==> src/rtl/approx_error_monitor.sv <==
// Accuracy monitor for the hybrid approximate adder: error distance per pair,
// accumulated into error-rate / error-distance statistics over a programmed run.
module approx_error_monitor #(
    parameter int unsigned N1    = 16,
    parameter int unsigned N2    = 16,
    parameter int unsigned CNT_W = 16,
    parameter int unsigned ACC_W = 48
) (
    input  logic               clk,
    input  logic               rst,
    input  logic               start,
    input  logic [CNT_W-1:0]   num_samples,
    input  logic               in_valid,
    output logic               in_ready,
    input  logic [N1+N2-1:0]   approx_sum,
    input  logic               approx_cout,
    input  logic [N1+N2:0]     exact_sum,
    output logic               busy,
    output logic               done,
    output logic [CNT_W-1:0]   sample_count,
    output logic [CNT_W-1:0]   err_count,
    output logic [N1+N2:0]     max_ed,
    output logic [ACC_W-1:0]   sum_ed,
    output logic               sum_ed_sat
);

    localparam int unsigned W  = N1 + N2;
    localparam int unsigned EW = W + 1;
    // Wide enough to hold accumulator + one ED without wrapping
    localparam int unsigned SW = ((ACC_W > EW) ? ACC_W : EW) + 1;
    localparam logic [SW-1:0] ACC_MAX = SW'({ACC_W{1'b1}});

    typedef enum logic [1:0] {
        S_IDLE  = 2'd0,
        S_RUN   = 2'd1,
        S_DRAIN = 2'd2,
        S_DONE  = 2'd3
    } state_t;

    state_t             state_q, state_d;
    logic [CNT_W-1:0]   num_q, num_d;
    logic [CNT_W-1:0]   acc_cnt_q, acc_cnt_d;
    logic               in_ready_q, in_ready_d;
    logic               busy_q, busy_d;
    logic               done_q, done_d;
    logic               s1_vld_q, s1_vld_d;
    logic [EW-1:0]      s1_ed_q, s1_ed_d;
    logic               s1_nz_q, s1_nz_d;
    logic [CNT_W-1:0]   sample_count_q, sample_count_d;
    logic [CNT_W-1:0]   err_count_q, err_count_d;
    logic [EW-1:0]      max_ed_q, max_ed_d;
    logic [ACC_W-1:0]   sum_ed_q, sum_ed_d;
    logic               sum_ed_sat_q, sum_ed_sat_d;

    logic [EW-1:0]      approx_c;
    logic [EW-1:0]      ed_c;
    logic               accept_c;
    logic [SW-1:0]      sum_wide_c;

    // Error distance: subtract smaller from larger so it never wraps
    always_comb begin
        approx_c   = {approx_cout, approx_sum};
        ed_c       = (exact_sum >= approx_c) ? (exact_sum - approx_c)
                                             : (approx_c - exact_sum);
        accept_c   = (state_q == S_RUN) && in_valid && in_ready_q;
        sum_wide_c = SW'(sum_ed_q) + SW'(s1_ed_q);
    end

    always_comb begin
        state_d        = state_q;
        num_d          = num_q;
        acc_cnt_d      = acc_cnt_q;
        s1_vld_d       = 1'b0;
        s1_ed_d        = s1_ed_q;
        s1_nz_d        = s1_nz_q;
        sample_count_d = sample_count_q;
        err_count_d    = err_count_q;
        max_ed_d       = max_ed_q;
        sum_ed_d       = sum_ed_q;
        sum_ed_sat_d   = sum_ed_sat_q;

        // Stage 2: fold the retiring stage-1 sample into the statistics
        if (s1_vld_q) begin
            sample_count_d = sample_count_q + CNT_W'(1);
            if (s1_nz_q) begin
                err_count_d = err_count_q + CNT_W'(1);
            end
            if (s1_ed_q > max_ed_q) begin
                max_ed_d = s1_ed_q;
            end
            if (sum_wide_c > ACC_MAX) begin
                sum_ed_d     = {ACC_W{1'b1}};
                sum_ed_sat_d = 1'b1;
            end else begin
                sum_ed_d = sum_wide_c[ACC_W-1:0];
            end
        end

        case (state_q)
            S_IDLE, S_DONE: begin
                if (start) begin
                    sample_count_d = '0;
                    err_count_d    = '0;
                    max_ed_d       = '0;
                    sum_ed_d       = '0;
                    sum_ed_sat_d   = 1'b0;
                    num_d          = num_samples;
                    acc_cnt_d      = '0;
                    state_d        = (num_samples == '0) ? S_DONE : S_RUN;
                end
            end
            S_RUN: begin
                if (accept_c) begin
                    s1_vld_d  = 1'b1;
                    s1_ed_d   = ed_c;
                    s1_nz_d   = (ed_c != '0);
                    acc_cnt_d = acc_cnt_q + CNT_W'(1);
                    if (acc_cnt_q == (num_q - CNT_W'(1))) begin
                        state_d = S_DRAIN;
                    end
                end
            end
            S_DRAIN: begin
                state_d = S_DONE;
            end
            default: begin
                state_d = S_IDLE;
            end
        endcase

        // Status flags follow the next state so they are registered with it
        in_ready_d = (state_d == S_RUN);
        busy_d     = (state_d == S_RUN) || (state_d == S_DRAIN);
        done_d     = (state_d == S_DONE);
    end

    always_ff @(posedge clk or posedge rst) begin
        if (rst) begin
            state_q        <= S_IDLE;
            num_q          <= '0;
            acc_cnt_q      <= '0;
            in_ready_q     <= 1'b0;
            busy_q         <= 1'b0;
            done_q         <= 1'b0;
            s1_vld_q       <= 1'b0;
            s1_ed_q        <= '0;
            s1_nz_q        <= 1'b0;
            sample_count_q <= '0;
            err_count_q    <= '0;
            max_ed_q       <= '0;
            sum_ed_q       <= '0;
            sum_ed_sat_q   <= 1'b0;
        end else begin
            state_q        <= state_d;
            num_q          <= num_d;
            acc_cnt_q      <= acc_cnt_d;
            in_ready_q     <= in_ready_d;
            busy_q         <= busy_d;
            done_q         <= done_d;
            s1_vld_q       <= s1_vld_d;
            s1_ed_q        <= s1_ed_d;
            s1_nz_q        <= s1_nz_d;
            sample_count_q <= sample_count_d;
            err_count_q    <= err_count_d;
            max_ed_q       <= max_ed_d;
            sum_ed_q       <= sum_ed_d;
            sum_ed_sat_q   <= sum_ed_sat_d;
        end
    end

    assign in_ready     = in_ready_q;
    assign busy         = busy_q;
    assign done         = done_q;
    assign sample_count = sample_count_q;
    assign err_count    = err_count_q;
    assign max_ed       = max_ed_q;
    assign sum_ed       = sum_ed_q;
    assign sum_ed_sat   = sum_ed_sat_q;

endmodule

==> config.mk <==
export PLATFORM = sky130hd
export DESIGN_NAME = approx_error_monitor
export DESIGN_NICKNAME = d
export VERILOG_FILES = /design/src/rtl/approx_error_monitor.sv
export SDC_FILE = /design/constraint.sdc
export NUM_CORES = 1
export LEC_CHECK = 0
export ABC_CLOCK_PERIOD_IN_PS = 10600
export CORE_MARGIN = 5
export CORE_UTILIZATION = 49
export CTS_CLUSTER_DIAMETER = 30
export DETAILED_ROUTE_END_ITERATION = 10
export GPL_TIMING_DRIVEN = 1
export PLACE_DENSITY = 0.8
export RECOVER_POWER = 100
export SLEW_MARGIN = 25
export SYNTH_ARGS = -nofsm -noshare
export SYNTH_HDL_FRONTEND = slang
export SYNTH_SLANG_ARGS = --single-unit
==> constraint.sdc <==
create_clock -name clk -period 10.6 [get_ports clk]
set_input_delay 2.12 -clock clk [delete_from_list [all_inputs] [get_ports clk]]
set_output_delay 2.12 -clock clk [all_outputs]
set_load 0.03 [all_outputs]
==> summary.md <==
| Metric | Value |
|---|---|
| Post-layout util | 59.8% |
| Tmin final | 6.75 ns |
| Ys async rst share | 100% |
| Max Cap Violations | 5 |
| Least-Margin Pin Slew | 4.71 ns |
| DRC | 0 |
| Yosys top cell area share | 32.2% |
| Clock Sink Count | 186 |
| Largest net degree at the start of global routing | 108 |
| Worst-path fanout max | 24 |
| Antenna violations before repair | 0 |
| Max-slew headroom | -216% |
| CP max stage cell | o21ai_4 |
| Die Area | 33000 µm² |
| CTS tree | built |
| Gpl congestion | 0.913 |
| Clock root buffer | clkbuf_16 |
| Unrepaired setup endpoints after global routing | no |
| Detailed placement HPWL | 30900 µm |
| Setup bufs post-CTS | 0 |
| Highest clock rate | 148 MHz |
| All-Layer GR Usage | 23.8% |
| Worst-path clk slew | 0.07 ns |
| Clock buffer depth | 2 |
| Insertion delay to the later sink of the worst-skew pair | 0.43 ns |
| Design area | 17300 µm² |
| TritonRoute pass-1 iters | 8 |
| Register-to-Register Path Depth | 6 |
| Required time worst endpoint | 10.89 ns |
| Chip height | 182 µm |
| Vias in the first global route | 13000 |
| DRT iter0 DRCs | 984 |
| Fin. Hold Viols | 0 |
| Fin Hold WS | 0.504 ns |
| Failing checks | max-capacitance violations, max-slew violations |
| Share of cells above drive strength 1 | 3.26% |
| Buf/Inv on CP | 2 |
| Synth warnings | 0 |
| Synth Flop Type | dfrtp_1 |
| HP Class | flop to flop |
| Pwr Total | 3.74 mW |
| Vias | 13200 |
| H-tree level count | 4 |
| Worst setup margin | 3.85 ns |
| Final period util | 63.7% |
| First-pass GRT wire length | 65700 µm |
| Post-synthesis cell type count | 77 |
| Critical path class | primary input to flop |
| Seq cells post-synth | 186 |
| Syn Inst Count | 1731 |
| Starting Density | 50.0% |
| Routed wire length per instance | 17.6 µm |
| Global route overflow | 0 |
| Setup TNS | 0 ns |
| Die W | 182 µm |
| Crit path arrival time | 7.03 ns |
| Status | finished with violations |
| PD cells | 216 nW/µm² |
| Hold_buf cts | 0 |
| Synth top area cells | dfrtp_1 32%, ha_1 12%, a21oi_1 5.7% |
| Cell mode on critical path | nand4_1 |
| Slew Viols, Final | 318 |
| Inst Count DP | 2254 |
| Ports | 203 |
| Mapped Nets | 1959 |
| # setup viols final | 0 |
| CP top delay family | simple AND/OR/NAND/NOR gates |
| Worst hold path stage count | 2 |
| Post-Syn Area | 14500 µm² |
| Sequential area share after synthesis | 32.2% |
| Area growth, synth to finish | 19.8% |
| Vias per cell | 5.78 |
| Cell Chain, Critical Path | dlygate4sd3_1 > inv_1 > ha_1 > nand4_1 > or2_0 > nor3_1 > nand3_1 > o21ai_4 > mux2i_1 > xor2_1 > nand4_1 > or4_1 > nor4_1 > a41oi_1 |
| WL final | 40300 µm |
| CP peak stage delay | 0.83 ns |
| Syn Area/Cell | 8.35 µm² |
| Final std cells w/o fill | 2287 |
| Cell row count | 62 |
| EDFF count, synth | 0 |
| Worst slack, placed | 3.83 ns |
| Port Buffers | 202 |
| CTS resizes | 0 |
| ANT cells | 0 |
| CP endpoint kind | flop |
| Critical Path Stages | 14 |
| Clock skew | 0.0126 ns |
| Cell Area, Placed | 16700 µm² |
| Crit start category | primary input |
| Peak supply drop | 0.136 mV |
| Core area | 28900 µm² |
| Static Leak | 8.59 nW |
| Total CTS buffers | 17 |
| Nets | 2118 |
| Largest area contributor in the netlist | dfrtp_1 |
| Antenna-violating nets left | 0 |
[power by group]
part | internal, mW | switching [mW]
Sequential | 0.898 | 0.219
Combinational | 0.756 | 1.19
Clock | 0.404 | 0.282
[cell usage in the layout, fill, tap and decap left out, types with 5 or more instances in the layout]
cell and n:
nand2_1 184, o211ai_1 14, xor2_1 59, clkbuf_16 17, a41oi_1 5, clkbuf_1 5, and2_1 11, o21ai_0 130
nor3_1 21, o21a_1 17, dlygate4sd3_1 122, mux2i_1 59, nand3_1 51, dfrtp_1 186, clkdlybuf4s50_1 80, ha_1 139
a21oi_1 165, a211oi_1 8, or3_1 17, inv_1 132, a21o_1 61, a21boi_0 6, xnor2_1 54, and4_1 9
nand4_1 35, o21bai_1 13, nand2b_1 12, and3_1 21, nor2b_1 16, a311oi_1 5, nor2_1 138, a31oi_1 11
[synthesized netlist by cell type, types with 4 or more instances]
library cell,instances
a211oi_1,8
a21boi_0,6
a21o_1,61
a21oi_1,165
a311oi_1,5
a31oi_1,12
a41oi_1,5
and2_1,12
and3_1,21
and4_1,9
buf_2,6
buf_4,4
buf_6,6
clkbuf_1,51
dfrtp_1,186
ha_1,139
inv_1,133
mux2i_1,59
nand2_1,184
nand2b_1,12
nand3_1,50
nand4_1,35
nor2_1,138
nor2b_1,16
nor3_1,20
nor4_1,4
o211ai_1,14
o21a_1,17
o21ai_0,129
o21ai_1,5
o21bai_1,13
o221ai_1,4
o22ai_1,4
or3_1,17
or4_1,4
xnor2_1,54
xor2_1,59
[tightest hold or removal path, stage by stage (launching register included)]
cell,delay [ns]
dfrtp_1,0.35
nor2_1,0.05
nor2_1,0.07
[final cells by class]
cell class                 count  area, µm²
clock buffer                  19        443
clock inverter                13        189
fill                        2560      11600
inverter                     133        500
multi-input combinational   1342       8970
sequential                   186       4650
tap                          384        480
timing repair buffer         210       2070
[logic make-up after synthesis]
| family | after synthesis | share of synthesized area, % |
|---|---|---|
| and+or+nand+nor | 536 | 17.5 |
| AOI/OAI and AO/OA | 491 | 21.1 |
| buffers and inverters | 203 | 5.74 |
| DFF | 186 | 32.2 |
| adders and majority gates | 143 | 12.5 |
| xor gates and xnor gates | 113 | 6.85 |
| muxes | 59 | 4.09 |
[per-layer routing]
layer,wire length (µm),vias to the layer above,track usage (%)
li1,-,6394,-
met3,2370,85,3.36
met2,19500,446,40.6
met5,0,-,0
met4,1430,0,9.64
met1,17000,6287,30.6
[state kept, by name (all words and copies together), names as in the netlist]
| name | count |
|---|---|
| acc_cnt_q | 16 |
| busy | 1 |
| done | 1 |
| err_count | 16 |
| in_ready | 1 |
| max_ed | 33 |
| num_q | 16 |
| s1_ed_q | 33 |
| s1_nz_q | 1 |
| s1_vld_q | 1 |
| sample_count | 16 |
| state_q | 2 |
| sum_ed | 48 |
| sum_ed_sat | 1 |
[final timing paths]
path                                 startpoint  slack, ns                   endpoint
setup reg to reg           state_q[0]$_DFF_PP0_       5.77       num_q[4]$_DFFE_PP0P_
min in group asynchronous                   rst       3.59  sample_count[4]$_DFF_PP0_
hold / removal             sum_ed_sat$_DFF_PP0_       0.50       sum_ed_sat$_DFF_PP0_
setup / recovery                 approx_sum[22]       3.85        s1_nz_q$_DFFE_PP0P_
max in group asynchronous                   rst       4.93       num_q[5]$_DFFE_PP0P_
hold reg to reg            sum_ed_sat$_DFF_PP0_       0.50       sum_ed_sat$_DFF_PP0_
Power figures use the tool's default switching activity.
